### src/rtl/multicycle_control.sv
// Multicycle instruction sequencer: FETCH/DECODE/EXECUTE/MEM/WB with memory-wait timeout.
// Define ILLEGAL_TRAP_EN to trap unrecognised opcodes in a sticky TRAP state.
module multicycle_control #(
   parameter int unsigned ALU_OP_WIDTH = 3,
   parameter int unsigned MEM_TIMEOUT  = 16
) (
   input  logic                    clk,
   input  logic                    reset,
   input  logic [6:0]              OP_i,
   input  logic                    Mem_Ready_i,
   output logic                    PC_Write_o,
   output logic                    IR_Write_o,
   output logic                    Mem_Read_o,
   output logic                    Mem_Write_o,
   output logic                    Reg_Write_o,
   output logic                    Mem_to_Reg_o,
   output logic                    ALU_Src_o,
   output logic                    Branch_o,
   output logic [ALU_OP_WIDTH-1:0] ALU_Op_o,
   output logic                    Instr_Done_o,
   output logic                    Mem_Timeout_o,
   output logic [2:0]              State_o
`ifdef ILLEGAL_TRAP_EN
   ,
   output logic                    Illegal_Instr_o
`endif
);

   localparam logic [2:0] StFetch   = 3'd0;
   localparam logic [2:0] StDecode  = 3'd1;
   localparam logic [2:0] StExecute = 3'd2;
   localparam logic [2:0] StMem     = 3'd3;
   localparam logic [2:0] StWb      = 3'd4;
   localparam logic [2:0] StTrap    = 3'd5;

   localparam logic [6:0] OpR      = 7'h33;
   localparam logic [6:0] OpImm    = 7'h13;
   localparam logic [6:0] OpLoad   = 7'h03;
   localparam logic [6:0] OpStore  = 7'h23;
   localparam logic [6:0] OpJalr   = 7'h67;
   localparam logic [6:0] OpLui    = 7'h37;
   localparam logic [6:0] OpBranch = 7'h63;
   localparam logic [6:0] OpJal    = 7'h6F;

   logic [2:0]              r_state;
   logic [6:0]              r_opcode;
   logic [7:0]              r_wait_cnt;
   logic [2:0]              w_state_d;
   logic [6:0]              w_opcode_d;
   logic [7:0]              w_wait_d;
   logic                    w_legal;
   logic                    w_timeout;
   logic [ALU_OP_WIDTH-1:0] w_alu_op;
   logic                    w_is_load;
   logic                    w_is_store;

   assign w_is_load  = (r_opcode == OpLoad);
   assign w_is_store = (r_opcode == OpStore);

   always_comb begin
      w_legal  = 1'b1;
      w_alu_op = '0;
      case (r_opcode)
         OpR, OpJal:                     w_alu_op = ALU_OP_WIDTH'(3'd0);
         OpImm, OpLoad, OpStore, OpJalr: w_alu_op = ALU_OP_WIDTH'(3'd1);
         OpLui:                          w_alu_op = ALU_OP_WIDTH'(3'd2);
         OpBranch:                       w_alu_op = ALU_OP_WIDTH'(3'd4);
         default:                        w_legal  = 1'b0;
      endcase
   end

   // Ready on the threshold cycle wins over the timeout.
   assign w_timeout = ((r_state == StFetch) || (r_state == StMem)) && !Mem_Ready_i &&
                      (r_wait_cnt == 8'(MEM_TIMEOUT - 1));

   always_comb begin
      PC_Write_o    = 1'b0;
      IR_Write_o    = 1'b0;
      Mem_Read_o    = 1'b0;
      Mem_Write_o   = 1'b0;
      Reg_Write_o   = 1'b0;
      Mem_to_Reg_o  = 1'b0;
      ALU_Src_o     = 1'b0;
      Branch_o      = 1'b0;
      ALU_Op_o      = '0;
      Instr_Done_o  = 1'b0;
      Mem_Timeout_o = 1'b0;
      State_o       = r_state;
`ifdef ILLEGAL_TRAP_EN
      Illegal_Instr_o = 1'b0;
`endif
      w_state_d  = r_state;
      w_opcode_d = r_opcode;
      w_wait_d   = '0;
      case (r_state)
         StFetch: begin
            Mem_Read_o = 1'b1;
            if (Mem_Ready_i) begin
               IR_Write_o = 1'b1;
               PC_Write_o = 1'b1;
               w_opcode_d = OP_i;
               w_state_d  = StDecode;
            end else if (w_timeout) begin
               Mem_Timeout_o = 1'b1;
            end else begin
               w_wait_d = r_wait_cnt + 8'd1;
            end
         end
         StDecode: begin
`ifdef ILLEGAL_TRAP_EN
            w_state_d = w_legal ? StExecute : StTrap;
`else
            w_state_d = w_legal ? StExecute : StFetch;
`endif
         end
         StExecute: begin
            ALU_Op_o  = w_alu_op;
            ALU_Src_o = (r_opcode == OpImm) || w_is_load || w_is_store ||
                        (r_opcode == OpJalr) || (r_opcode == OpLui);
            Branch_o  = (r_opcode == OpBranch) || (r_opcode == OpJal) || (r_opcode == OpJalr);
            if (w_is_load || w_is_store) begin
               w_state_d = StMem;
            end else if (r_opcode == OpBranch) begin
               Instr_Done_o = 1'b1;
               w_state_d    = StFetch;
            end else begin
               w_state_d = StWb;
            end
         end
         StMem: begin
            ALU_Src_o   = 1'b1;
            Mem_Read_o  = w_is_load;
            Mem_Write_o = w_is_store;
            if (Mem_Ready_i) begin
               Instr_Done_o = w_is_store;
               w_state_d    = w_is_load ? StWb : StFetch;
            end else if (w_timeout) begin
               Mem_Timeout_o = 1'b1;
               w_state_d     = StFetch;
            end else begin
               w_wait_d = r_wait_cnt + 8'd1;
            end
         end
         StWb: begin
            Reg_Write_o  = 1'b1;
            Instr_Done_o = 1'b1;
            Mem_to_Reg_o = w_is_load;
            w_state_d    = StFetch;
         end
`ifdef ILLEGAL_TRAP_EN
         StTrap: begin
            Illegal_Instr_o = 1'b1;
         end
`endif
         default: w_state_d = StFetch;
      endcase
      // Outputs are forced quiet for as long as reset is held low.
      if (!reset) begin
         PC_Write_o    = 1'b0;
         IR_Write_o    = 1'b0;
         Mem_Read_o    = 1'b0;
         Mem_Write_o   = 1'b0;
         Reg_Write_o   = 1'b0;
         Mem_to_Reg_o  = 1'b0;
         ALU_Src_o     = 1'b0;
         Branch_o      = 1'b0;
         ALU_Op_o      = '0;
         Instr_Done_o  = 1'b0;
         Mem_Timeout_o = 1'b0;
         State_o       = StFetch;
`ifdef ILLEGAL_TRAP_EN
         Illegal_Instr_o = 1'b0;
`endif
      end
   end

   always_ff @(posedge clk) begin
      if (!reset) begin
         r_state    <= StFetch;
         r_opcode   <= '0;
         r_wait_cnt <= '0;
      end else begin
         r_state    <= w_state_d;
         r_opcode   <= w_opcode_d;
         r_wait_cnt <= w_wait_d;
      end
   end

endmodule

### config.mk
export PLATFORM = sky130hd
export DESIGN_NAME = multicycle_control
export DESIGN_NICKNAME = d
export VERILOG_FILES = /design/src/rtl/multicycle_control.sv
export SDC_FILE = /design/constraint.sdc
export NUM_CORES = 1
export LEC_CHECK = 0
export CAP_MARGIN = 20
export CORE_MARGIN = 5
export CORE_UTILIZATION = 52
export DETAILED_ROUTE_END_ITERATION = 12
export PLACE_DENSITY_LB_ADDON = 0.2
export SLEW_MARGIN = 20
export SYNTH_ARGS = -nofsm -noshare
export SYNTH_HDL_FRONTEND = slang
export SYNTH_SLANG_ARGS = --single-unit
### constraint.sdc
create_clock -name clk -period 3.3 [get_ports clk]
set_input_delay 0.66 -clock clk [delete_from_list [all_inputs] [get_ports clk]]
set_output_delay 0.66 -clock clk [all_outputs]
set_load 0.05 [all_outputs]
[Word-level counts from Yosys, hierarchy flattened]
Index checks and enable logic that the tools add are counted.
Storage, ports and cells
  register bits after elaboration: 18
  latch bits: 0
  RAM bits: 0
  ROM bits: 0
  input bits: 10
  output and inout port bits: 16
  memories: 0
Operators by class
  $add $sub $neg: 1
  multiply operators: 0
  div/mod/pow operators: 0
  $lt $le $gt $ge: 0
  equality and inequality tests: 15
  shifts and indexed selects: 0
  multiplexer cells: 37
  bitwise logic cells: 2
  reduce and logical (&&, ||, !) cells: 18
Operator list (count)
  $mux W3: 9
  $mux W1: 22
  $eq A7 B6 Y1 const B: 3
  $eq A7 B7 Y1 const B: 3
  $pmux W3 S4: 1
  $pmux W3 S3: 1
  $add A8 B1 Y8 const B: 1
  $eq A8 B4 Y1 const B: 1
  $logic_or A1 B1 Y1: 8
  $reduce_or A4 Y1: 2
  $reduce_or A8 Y1: 1
  $eq A7 B2 Y1 const B: 1
  $eq A7 B5 Y1 const B: 1
  $eq A3 B2 Y1 const B: 2
  $pmux W1 S2: 2
  $reduce_and A2 Y1: 2
  $eq A3 B1 Y1 const B: 1
  $eq A3 B3 Y1 const B: 1
  $logic_not A3 Y1: 1
  $ne A3 B3 Y1 const B: 1
  $pmux W1 S3: 1
  $logic_and A1 B1 Y1: 2
  $mux W2: 1
  $ne A2 B2 Y1 const B: 1
  3 further kinds: 4

[Longest topological paths before layout]
Gate-level depths: netlist of the first run.
  word-level depth: 8
  gate-level depth with buffers: 6
  mapped depth without buffers: 5

[Worst setup path after synthesis of the first run]
OpenSTA, ideal clock, no wires.
  path type: in2out
  from: input reset
  to: output Instr_Done_o
  data arrival time: 2867 ps
  path slack: -227 ps
  stages: 3
  path buffers: 0
  path through: nand3b_4 nor4_1 a211o_2
On the way
  word-level cells in the longest chain between the ends: 1
RTL lines
  start: declaration: RTL line 8  | input logic reset,
  $mux W1: RTL line 158  | if (!reset) begin
  end: declaration: RTL line 20  | output logic Instr_Done_o,
No other way between the ends.

[Worst setup path in the final report of the first run]
Same ends and word-level chain as after synthesis.

==> reports/results.ini, run 1 <==
[synthesis]
synth_compound_area_share_pct=14.7
synthArstFlopShare_pct=0
synthMuxAreaShare_pct=0
synth_top_family_by_area=simple AND/OR/NAND/NOR gates
syn_nets=151
synth-simple-area-share_pct=38.1
synth_xor_area_share_pct=5.79
synthTopCellsByCount=nand2_1 (26), dfxtp_1 (18), nor2_1 (18)
avgSynthCellArea_um2=7.56
ys_seq_area_share_pct=34.0
synthFlopType=dfxtp_1
synth-edff-count=0
synth_seq_cells=18
syn-cell-area_um2=1060
synth.most_common_cell=nand2_1
synth_cell_types=37
synth_fa_ha_area_share_pct=1.18
yosys.area.top_type=dfxtp_1
synthCells=140
synth_area_leaders=dfxtp_1 (34%), nand2_1 (9.2%), nor2_1 (6.4%), a21boi_0 (5.0%), xnor2_1 (3.3%)
yosysWarnings=0
synth_top_cell_area_share_pct=34.0

[detailed_routing]
vias_per_cell=5.45
drtIter0Drc=18
detail_route.wl_per_cell_um=12.2
drc_errors=0
vias=1036
antenna_left=0
first_pass_iters=4
detail_route.wirelength_mm=2.33

[global_routing]
grt_pass1_wl_mm=4.20
track_usage_pct=19.7
overflow=0
grt_pass1_vias=990
grt_max_degree=16
antenna_found_initial=0

[setup_path]
crit_fanout=5
crit_type=in -> out
r2r_end=r_wait_cnt[5]
cp_data_required_time_ns=2.64
worstRegToRegCells=4
start_kind=input port
crit_arrival_ns=2.47
rrSetupSlack_ns=1.68
critPathCaptureType=primary output
r2r_start=r_state[0]

[timing]
finalCriticalPeriod_ns=3.13
setup_tns_ns=0
setup_viol=0
fin_ws_ns=0.170
slew_violations=0
skew_ns=0.00653
tightest_slew_ns=0.456
fin_crit_sh_pct=94.8
fmax_mhz=320
relSlewSlack_pct=68.8
rsz0062_at_grt=no
finalHoldViolCount=0

[clock_tree]
htreeDepth=1
cts_resized=0
root_buffer=clkbuf_4
cts_setup_buffers=0
postCtsHoldBufs=0
cts_buffer_depth=2
clk_transition_reported_paths_ns=0.10
cts_num_sinks=18
cts_tree=yes
cts_buffers=3
insertion_delay_ns=0.30

[hold_path]
holdPathEnd=r_wait_cnt[0]
hold_class=reg -> reg
hold_start=r_wait_cnt[0]
whs_path_depth=1

[floorplanning]
fp.dieW_um=55.1
core_um2=1940
row_count=16
io-pin-count=26
initial_core_util_pct=54.5
die_h_um=55.1
die_area_um2=3040

[placed_design]
gp_congestion=0.845
dpl.hpwl_mm=1.89
portBuffers=25
dp.cells=186
pre_cts_ws_ns=0.164

[power]
power_density_nw_per_um2=354
leakagePower_nw=0.547
ir_drop_v=0.000403

[cells_and_area]
finalNetCount=175
multi_input_area_um2=644
synthToLayoutAreaGrowth_pct=35.6
final_cell_count_no_fill=190
nFillCells=164
seqCellArea_um2=360
drive_above_1_share_pct=19.0
antennaDiodeCount=0

[run]
drv_cap=0

[outcome]
outcome=finished clean

-- stage by stage --
stage | cell area [um^2] | hold slack [ns] | power, mW | utilization, %
after global placement | 1400 | 0.429 | 0.372 | 72.0
final | 1440 | 0.447 | 0.508 | 73.9
after CTS | 1440 | 0.454 | 0.516 | 73.9
after floorplan | 1070 | 0.418 | 0.342 | -
after global routing | 1440 | 0.501 | 0.542 | 73.9
after detailed placement | 1400 | 0.438 | 0.376 | 72.0
-- logic make-up (layout without fill, tap and decap cells) --
kind of cell / count (synthesis) / in the layout
AOI/OAI and AO/OA: 23 / 23
xor gates and xnor gates: 7 / 7
adders and majority gates: 1 / 1
buffers and inverters: 14 / 37
DFF: 18 / 18
and+or+nand+nor: 77 / 77
-- critical path: stages --
cell	delay, ns
clkdlybuf4s50_1	0.53
nand3b_4	0.12
or4_4	0.54
nor4_4	0.30
a211o_2	0.18
buf_12	0.13
-- cells in the final DEF, fill, tap and decap left out, types with 4 or more instances in the layout --
cell type,Yosys,final
clkdlybuf4s50_1,0,9
nor2_1,18,18
dfxtp_1,18,18
buf_4,3,9
buf_12,0,9
nor3_1,6,6
xnor2_1,4,4
o21ai_0,4,4
a21oi_1,4,4
inv_1,6,6
nand2_1,26,26
a21boi_0,7,7
-- how the worst max path moves through the flow --
stage	startpoint	endpoint	slack (ns)	cells past startpoint
6_report	reset	Instr_Done_o	0.17	6
5_1_grt	reset	Instr_Done_o	0.13	6
4_1_cts	reset	Instr_Done_o	0.16	6
3_5_place_dp	reset	Instr_Done_o	0.16	6
3_3_place_gp	reset	Instr_Done_o	0.19	6
2_1_floorplan	reset	Instr_Done_o	0.38	4
-- state kept, by name (all words and copies together) (netlist names) --
signal and cells:
r_opcode 7, r_state 3, r_wait_cnt 8
-- area by class of cell --
| class | count | share of cell area, % |
|---|---|---|
| well taps | 27 | 2.35 |
| repair buffers | 27 | 23.5 |
| flip-flops and latches | 18 | 25.1 |
| multi-input cells | 108 | 44.9 |
| inverters | 6 | 1.57 |
| clock buffers | 4 | 2.53 |
-- metal layers --
| metal | GRT usage (%) | wire [um] |
|---|---|---|
| met1 | 24.8 | 999 |
| met2 | 30.9 | 1120 |
| met3 | 3.49 | 153 |
| met4 | 12.1 | 58 |
| met5 | 0 | 0 |
-- report_power, final --
group          switching (mW)  internal, mW
combinational          0.0669        0.0488
sequential             0.0251         0.230
clock                  0.0698        0.0674
total                   0.162         0.346
(Power assumes the default switching activity.)
==> run 2: changes to the inputs <==
- SKIP_CTS_REPAIR_TIMING: not set -> 1
==> results of run 2 <==
No change in the layout: final DEF, timing and power equal those of run 1.
